==> config.mk <==
export PLATFORM = sky130hd
export DESIGN_NAME = decode_ctrl_pipe
export DESIGN_NICKNAME = d
export VERILOG_FILES = /design/src/rtl/decode_ctrl_pipe_pkg.sv /design/src/rtl/decode_ctrl_comb.sv /design/src/rtl/decode_ctrl_pipe.sv
export SDC_FILE = /design/constraint.sdc
export NUM_CORES = 1
export LEC_CHECK = 0
export ABC_AREA = 1
export CORE_UTILIZATION = 44
export DETAILED_ROUTE_END_ITERATION = 7
export HOLD_SLACK_MARGIN = 0.05
export PLACE_DENSITY = 0.84
export SETUP_SLACK_MARGIN = 0.05
export SLEW_MARGIN = 20
export SYNTH_ARGS = -nofsm -noshare
export SYNTH_HDL_FRONTEND = slang
export SYNTH_SLANG_ARGS = --single-unit
==> constraint.sdc <==
create_clock -name clk -period 3.7 [get_ports clk]
set_clock_uncertainty 0.05 [all_clocks]
set_input_delay 0.925 -clock clk [delete_from_list [all_inputs] [get_ports clk]]
set_output_delay 0.925 -clock clk [all_outputs]
set_load 0.02 [all_outputs]
==> src/rtl/decode_ctrl_pipe_pkg.sv <==
// Shared types for the decode/control pipeline stage: FSM states, ALU codes,
// opcode classes and the packed control bundle.
package decode_ctrl_pipe_pkg;

  typedef logic [1:0] state_t;
  localparam state_t StEmpty = 2'd0;
  localparam state_t StHold  = 2'd1;
  localparam state_t StMulw  = 2'd2;

  typedef logic [2:0] alu_t;
  localparam alu_t AluAdd   = 3'b000;
  localparam alu_t AluSub   = 3'b001;
  localparam alu_t AluAnd   = 3'b010;
  localparam alu_t AluOrr   = 3'b011;
  localparam alu_t AluShift = 3'b100;
  localparam alu_t AluEor   = 3'b101;

  localparam logic [1:0] OpDp    = 2'b00;
  localparam logic [1:0] OpMem   = 2'b01;
  localparam logic [1:0] OpBr    = 2'b10;
  localparam logic [1:0] OpUndef = 2'b11;

  localparam logic [3:0] MulTag = 4'b1001;

  typedef struct packed {
    logic [1:0] reg_src;
    logic [1:0] imm_src;
    logic       alu_src;
    logic       mem_to_reg;
    logic       reg_w;
    logic       mem_w;
    logic       branch;
    logic       link;
    logic       pcs;
    logic [1:0] flag_w;
    alu_t       alu_ctrl;
    logic       mul;
    logic       illegal;
    logic [3:0] cond;
  } ctrl_t;

endpackage

==> src/rtl/decode_ctrl_comb.sv <==
// Purely combinational instruction-word to control-bundle decoder.
module decode_ctrl_comb
  import decode_ctrl_pipe_pkg::*;
#(
  parameter int unsigned EN_MUL = 1
) (
  input  logic [31:0] instr,
  output ctrl_t       ctrl
);

  logic [1:0] op;
  logic [5:0] funct;
  logic [3:0] rd;
  logic       mul_pat;
  logic       bad;
  logic       alu_ok;
  alu_t       alu;

  assign op      = instr[27:26];
  assign funct   = instr[25:20];
  assign rd      = instr[15:12];
  assign mul_pat = (op == OpDp) && (funct[5:1] == 5'b00000) && (instr[7:4] == MulTag);

  logic unused_bits;
  assign unused_bits = ^{instr[19:16], instr[11:8], instr[3:0]};

  always_comb begin
    alu    = AluAdd;
    alu_ok = 1'b1;
    case (funct[4:1])
      4'b0100: alu = AluAdd;
      4'b0010: alu = AluSub;
      4'b0000: alu = AluAnd;
      4'b1100: alu = AluOrr;
      4'b1101: alu = AluShift;
      4'b0001: alu = AluEor;
      default: alu_ok = 1'b0;
    endcase
  end

  always_comb begin
    ctrl = '0;
    bad  = 1'b0;
    if (mul_pat) begin
      // MUL shares the DP opcode space, so it must be caught before the DP table.
      if (EN_MUL != 0) begin
        ctrl.reg_w  = 1'b1;
        ctrl.mul    = 1'b1;
        ctrl.flag_w = {funct[0], 1'b0};
      end else begin
        bad = 1'b1;
      end
    end else begin
      case (op)
        OpDp: begin
          if (alu_ok) begin
            ctrl.alu_src  = funct[5];
            ctrl.reg_w    = 1'b1;
            ctrl.alu_ctrl = alu;
            ctrl.flag_w   = {funct[0], funct[0] & ((alu == AluAdd) | (alu == AluSub))};
          end else begin
            bad = 1'b1;
          end
        end
        OpMem: begin
          ctrl.imm_src    = 2'b01;
          ctrl.alu_src    = 1'b1;
          ctrl.mem_to_reg = 1'b1;
          if (funct[0]) begin
            ctrl.reg_w = 1'b1;
          end else begin
            ctrl.reg_src = 2'b10;
            ctrl.mem_w   = 1'b1;
          end
        end
        OpBr: begin
          ctrl.reg_src = 2'b01;
          ctrl.imm_src = 2'b10;
          ctrl.alu_src = 1'b1;
          ctrl.branch  = 1'b1;
          ctrl.reg_w   = funct[4];
          ctrl.link    = funct[4];
        end
        default: bad = 1'b1;
      endcase
    end
    // Illegal words produce a quiet bundle: nothing written, no branch, no flags.
    if (bad) begin
      ctrl         = '0;
      ctrl.illegal = 1'b1;
    end
    ctrl.pcs  = (rd == 4'hF) & ctrl.reg_w;
    ctrl.cond = instr[31:28];
  end

endmodule

==> src/rtl/decode_ctrl_pipe.sv <==
// Decode pipeline stage: handshake FSM, multiply occupancy counter and the
// registered control bundle presented to execute.
module decode_ctrl_pipe
  import decode_ctrl_pipe_pkg::*;
#(
  parameter int unsigned MUL_LAT = 3,
  parameter int unsigned EN_MUL  = 1
) (
  input  logic        clk,
  input  logic        reset,
  input  logic        flush,
  input  logic        in_valid,
  output logic        in_ready,
  input  logic [31:0] instr,
  output logic        out_valid,
  input  logic        out_ready,
  output logic [1:0]  RegSrc,
  output logic [1:0]  ImmSrc,
  output logic        ALUSrc,
  output logic        MemtoReg,
  output logic        RegW,
  output logic        MemW,
  output logic        Branch,
  output logic        Link,
  output logic        PCS,
  output logic [1:0]  FlagW,
  output logic [2:0]  ALUControl,
  output logic        Mul,
  output logic        Illegal,
  output logic [3:0]  Cond
);

  localparam logic [3:0] LatLoad = 4'(MUL_LAT - 1);

  state_t     state_q, state_d;
  logic [3:0] cnt_q, cnt_d;
  logic       valid_q, valid_d;
  ctrl_t      ctrl_q, ctrl_d;
  ctrl_t      dec;
  logic       accept;

  decode_ctrl_comb #(
    .EN_MUL(EN_MUL)
  ) u_comb (
    .instr(instr),
    .ctrl (dec)
  );

  assign in_ready = reset & ~flush &
                    ((state_q == StEmpty) | ((state_q == StHold) & out_ready));
  assign accept   = in_valid & in_ready;

  always_comb begin
    state_d = state_q;
    cnt_d   = cnt_q;
    valid_d = valid_q;
    ctrl_d  = ctrl_q;
    if (flush) begin
      state_d = StEmpty;
      cnt_d   = '0;
      valid_d = 1'b0;
    end else if (accept) begin
      ctrl_d = dec;
      if (dec.mul && (MUL_LAT > 1)) begin
        state_d = StMulw;
        cnt_d   = LatLoad;
        valid_d = 1'b0;
      end else begin
        state_d = StHold;
        cnt_d   = '0;
        valid_d = 1'b1;
      end
    end else begin
      case (state_q)
        StMulw: begin
          // The bundle is already loaded; it becomes visible when the count expires.
          if (cnt_q <= 4'd1) begin
            state_d = StHold;
            cnt_d   = '0;
            valid_d = 1'b1;
          end else begin
            cnt_d = cnt_q - 4'd1;
          end
        end
        StHold: begin
          if (out_ready) begin
            state_d = StEmpty;
            valid_d = 1'b0;
          end
        end
        StEmpty: ;
        default: begin
          state_d = StEmpty;
          cnt_d   = '0;
          valid_d = 1'b0;
        end
      endcase
    end
  end

  always_ff @(posedge clk) begin
    if (!reset) begin
      state_q <= StEmpty;
      cnt_q   <= '0;
      valid_q <= 1'b0;
      ctrl_q  <= '0;
    end else begin
      state_q <= state_d;
      cnt_q   <= cnt_d;
      valid_q <= valid_d;
      ctrl_q  <= ctrl_d;
    end
  end

  assign out_valid  = valid_q;
  assign RegSrc     = ctrl_q.reg_src;
  assign ImmSrc     = ctrl_q.imm_src;
  assign ALUSrc     = ctrl_q.alu_src;
  assign MemtoReg   = ctrl_q.mem_to_reg;
  assign RegW       = ctrl_q.reg_w;
  assign MemW       = ctrl_q.mem_w;
  assign Branch     = ctrl_q.branch;
  assign Link       = ctrl_q.link;
  assign PCS        = ctrl_q.pcs;
  assign FlagW      = ctrl_q.flag_w;
  assign ALUControl = ctrl_q.alu_ctrl;
  assign Mul        = ctrl_q.mul;
  assign Illegal    = ctrl_q.illegal;
  assign Cond       = ctrl_q.cond;

endmodule

==> load_flow_metrics.sql <==
INSERT INTO impl_metrics (metric_group, metric, value, unit) VALUES
('status', 'run_status', 'finished with violations', ''),
('status', 'failed_checks', 'design-rule violations', ''),
('floorplanning', 'floorplan.initialDensity', '47.8', '%'),
('routing', 'route.final.wire_length', '2.88', 'mm'),
('setup_path', 'critical-path-top-cell-by-count', 'sky130_fd_sc_hd__clkdlybuf4s50_1', ''),
('timing', 'period_share', '92.0', '%'),
('timing', 'fin_setup_tns', '0', 'ns'),
('timing', 'unrepaired_setup_endpoints_after_global_routing', 'false', ''),
('synthesis', 'postSynthNetCount', '238', ''),
('global_routing', 'grt_pass1_vias', '1186', ''),
('layout', 'num-fill-cells', '252', ''),
('setup_path', 'timing.setup.critical_path_class', 'in -> out', ''),
('clock_tree', 'numCtsBuffers', '3', ''),
('layout', 'final_layout_size_suffix_gt1_share', '5.02', '%'),
('timing', 'tightest_slew', '0.348', 'ns'),
('setup_path', 'path_max_fanout', '12', ''),
('clock_tree', 'ctsRootBufferMaster', 'sky130_fd_sc_hd__clkbuf_4', ''),
('power', 'vdd_ir_drop_max', '0.000244', 'V'),
('placement', 'finalWeightedCongestion', '0.897', ''),
('setup_path', 'worst_path_cell_chain', 'clkdlybuf4s50_1 > inv_2 > nor2_8 > nand2_1 > inv_1 > clkdlybuf4s50_1', ''),
('placement', 'port_buffers', '48', ''),
('setup_path', 'worst-r2r-cell-count', '9', ''),
('placement', 'dpl.hpwl', '2.25', 'mm'),
('synthesis', 'synth.yosys.warnings', '0', ''),
('run', 'maxCapViolations', '0', ''),
('clock_tree', 'numClockSinks', '25', ''),
('timing', 'timing.final.setup_violations', '0', ''),
('placement', 'place_worst_setup_slack', '0.289', 'ns'),
('routing', 'remaining_drc_errors', '4', ''),
('layout', 'regArea', '500', 'um2'),
('setup_path', 'critPathLaunchType', 'primary input', ''),
('setup_path', 'critical_path.max_stage_delay', '0.59', 'ns'),
('global_routing', 'grt_start_max_net_pins', '22', ''),
('timing', 'max_clk_rate', '294', 'MHz'),
('global_routing', 'first_pass_grt_wire_length', '4.81', 'mm'),
('layout', 'antennaDiodeCount', '0', ''),
('setup_path', 'critical_path.reg2reg.endpoint', 'Link', ''),
('floorplanning', 'pin_count', '61', ''),
('synthesis', 'synth.distinct_cells', '25', ''),
('routing', 'detail_route.wl_per_cell', '10.7', 'um'),
('layout', 'final_nets', '285', ''),
('routing', 'detail_route.vias_per_cell', '4.97', ''),
('clock_tree', 'post_cts_setup_buffers', '0', ''),
('timing', 'timing.max_slew.rel_slack', '76.7', '%'),
('clock_tree', 'clock_path_buffers', '2', ''),
('setup_path', 'internal_reg_to_reg_setup_slack', '1.95', 'ns'),
('placement', 'post_placement_cell_area', '1830', 'um2'),
('min_path', 'hold_path_class', 'reg -> reg', ''),
('clock_tree', 'tritoncts', 'built', ''),
('clock_tree', 'cts_repair_resize_count', '0', ''),
('synthesis', 'netlist.top_cell.by_area', 'sky130_fd_sc_hd__dfxtp_1', ''),
('synthesis', 'synth_area_per_cell', '7.01', 'um2'),
('synthesis', 'synthFlopType', 'sky130_fd_sc_hd__dfxtp_1', ''),
('floorplanning', 'floorplan.die.width', '57.4', 'um'),
('synthesis', 'post_synth_instance_area', '1350', 'um2'),
('min_path', 'hold_depth', '2', ''),
('clock_tree', 'post_cts_hold_buffer_count', '0', ''),
('synthesis', 'seq_cells_post_synth', '25', ''),
('synthesis', 'yosysMostFrequentCell', 'sky130_fd_sc_hd__nand2_1', ''),
('setup_path', 'reg_to_reg_critical_path_startpoint', 'state_q[0]', ''),
('setup_path', 'timing.critical_path.to_type', 'output pin', ''),
('setup_path', 'slowest_stage', 'sky130_fd_sc_hd__clkdlybuf4s50_1', ''),
('routing', 'dr_total_vias', '1343', ''),
('floorplanning', 'core_region_area', '2830', 'um2'),
('floorplanning', 'rows', '19', ''),
('setup_path', 'critical_path_required', '2.72', 'ns'),
('global_routing', 'antenna_found_initial', '0', ''),
('synthesis', 'synth_edf_count', '0', ''),
('timing', 'period_needed', '3.40', 'ns'),
('layout', 'multiInputGateArea', '706', 'um2'),
('min_path', 'min_delay_worst_endpoint', 'ALUControl[0]', '');
## logic make-up after synthesis
family / Yosys count / share of synthesized area, %
xor+xnor: 1 / 0.648
compound gates: 33 / 13.0
flops: 25 / 37.0
buf+inv: 32 / 10.8
simple gates: 94 / 31.2
fa+ha+maj: 8 / 7.40
## per-layer routing
layer | part of all wire [%] | GRT usage [%]
met3 | 5.6 | 4.08
met4 | 1.4 | 6.27
met5 | 0 | 0
met1 | 45 | 23.0
met2 | 48 | 32.1
## metrics by stage
stage,std cells,util [%],power [mW]
after global placement,266,64.8,0.387
after floorplan,193,-,0.339
after detailed placement,266,64.8,0.389
after global routing,270,65.7,0.525
after CTS,270,65.7,0.506
final,270,65.7,0.501
## power breakdown
part | switching [mW] | internal (mW) | total [mW]
clock | 0.0779 | 0.0405 | 0.118
combinational | 0.0526 | 0.0514 | 0.104
sequential | 0.00365 | 0.275 | 0.279
total | 0.134 | 0.367 | 0.501
## flip-flops by register name (all words and copies together) (netlist names)
register	cells
FlagW	2
ALUSrc	1
cnt_q	4
RegSrc	2
Cond	4
RegW	1
ALUControl	3
PCS	1
ImmSrc	1
Illegal	1
MemW	1
Mul	1
Link	1
state_q	2
## how the worst max path moves through the flow
stage / start / endpoint / slack (ns) / depth (start not counted)
2_1_floorplan: out_ready / in_ready / 1.37 / 4
3_3_place_gp: reset / in_ready / 0.28 / 6
3_5_place_dp: reset / in_ready / 0.29 / 6
4_1_cts: reset / in_ready / 0.29 / 6
5_1_grt: reset / in_ready / 0.19 / 6
6_report: reset / in_ready / 0.30 / 6
## placed cells by master, fill, tap and decap left out
cell and count:
sky130_fd_sc_hd__nand2_1 40, sky130_fd_sc_hd__nand3_4 1, sky130_fd_sc_hd__xor2_1 1, sky130_fd_sc_hd__a21oi_1 16, sky130_fd_sc_hd__clkinv_2 1, sky130_fd_sc_hd__nand2_2 2, sky130_fd_sc_hd__clkinv_4 1, sky130_fd_sc_hd__clkdlybuf4s50_1 48
sky130_fd_sc_hd__inv_2 1, sky130_fd_sc_hd__inv_1 23, sky130_fd_sc_hd__clkbuf_4 3, sky130_fd_sc_hd__o21ai_0 12, sky130_fd_sc_hd__dfxtp_1 25, sky130_fd_sc_hd__nor2_1 30, sky130_fd_sc_hd__a21boi_0 1, sky130_fd_sc_hd__o211ai_1 2
sky130_fd_sc_hd__a22oi_1 1, sky130_fd_sc_hd__nand3_1 15, sky130_fd_sc_hd__nand4_1 2, sky130_fd_sc_hd__nor2_8 1, sky130_fd_sc_hd__nor2_4 1, sky130_fd_sc_hd__ha_1 8, sky130_fd_sc_hd__o21ai_1 1, sky130_fd_sc_hd__nor3_1 2
sky130_fd_sc_hd__buf_4 1
## worst max-delay path, delay by kind of cell
family        cells  cell delay [ns]
buf+inv           4             1.26
simple gates      2             0.24
## layout make-up
cell class / instances / area share, %
multi-input cells: 136 / 38.0
clock inverters: 1 / 0.269
well taps: 31 / 2.09
inverters: 25 / 5.32
repair buffers: 49 / 26.2
clock buffers: 3 / 1.21
flip-flops and latches: 25 / 26.9
Power figures use the tool's default switching activity.
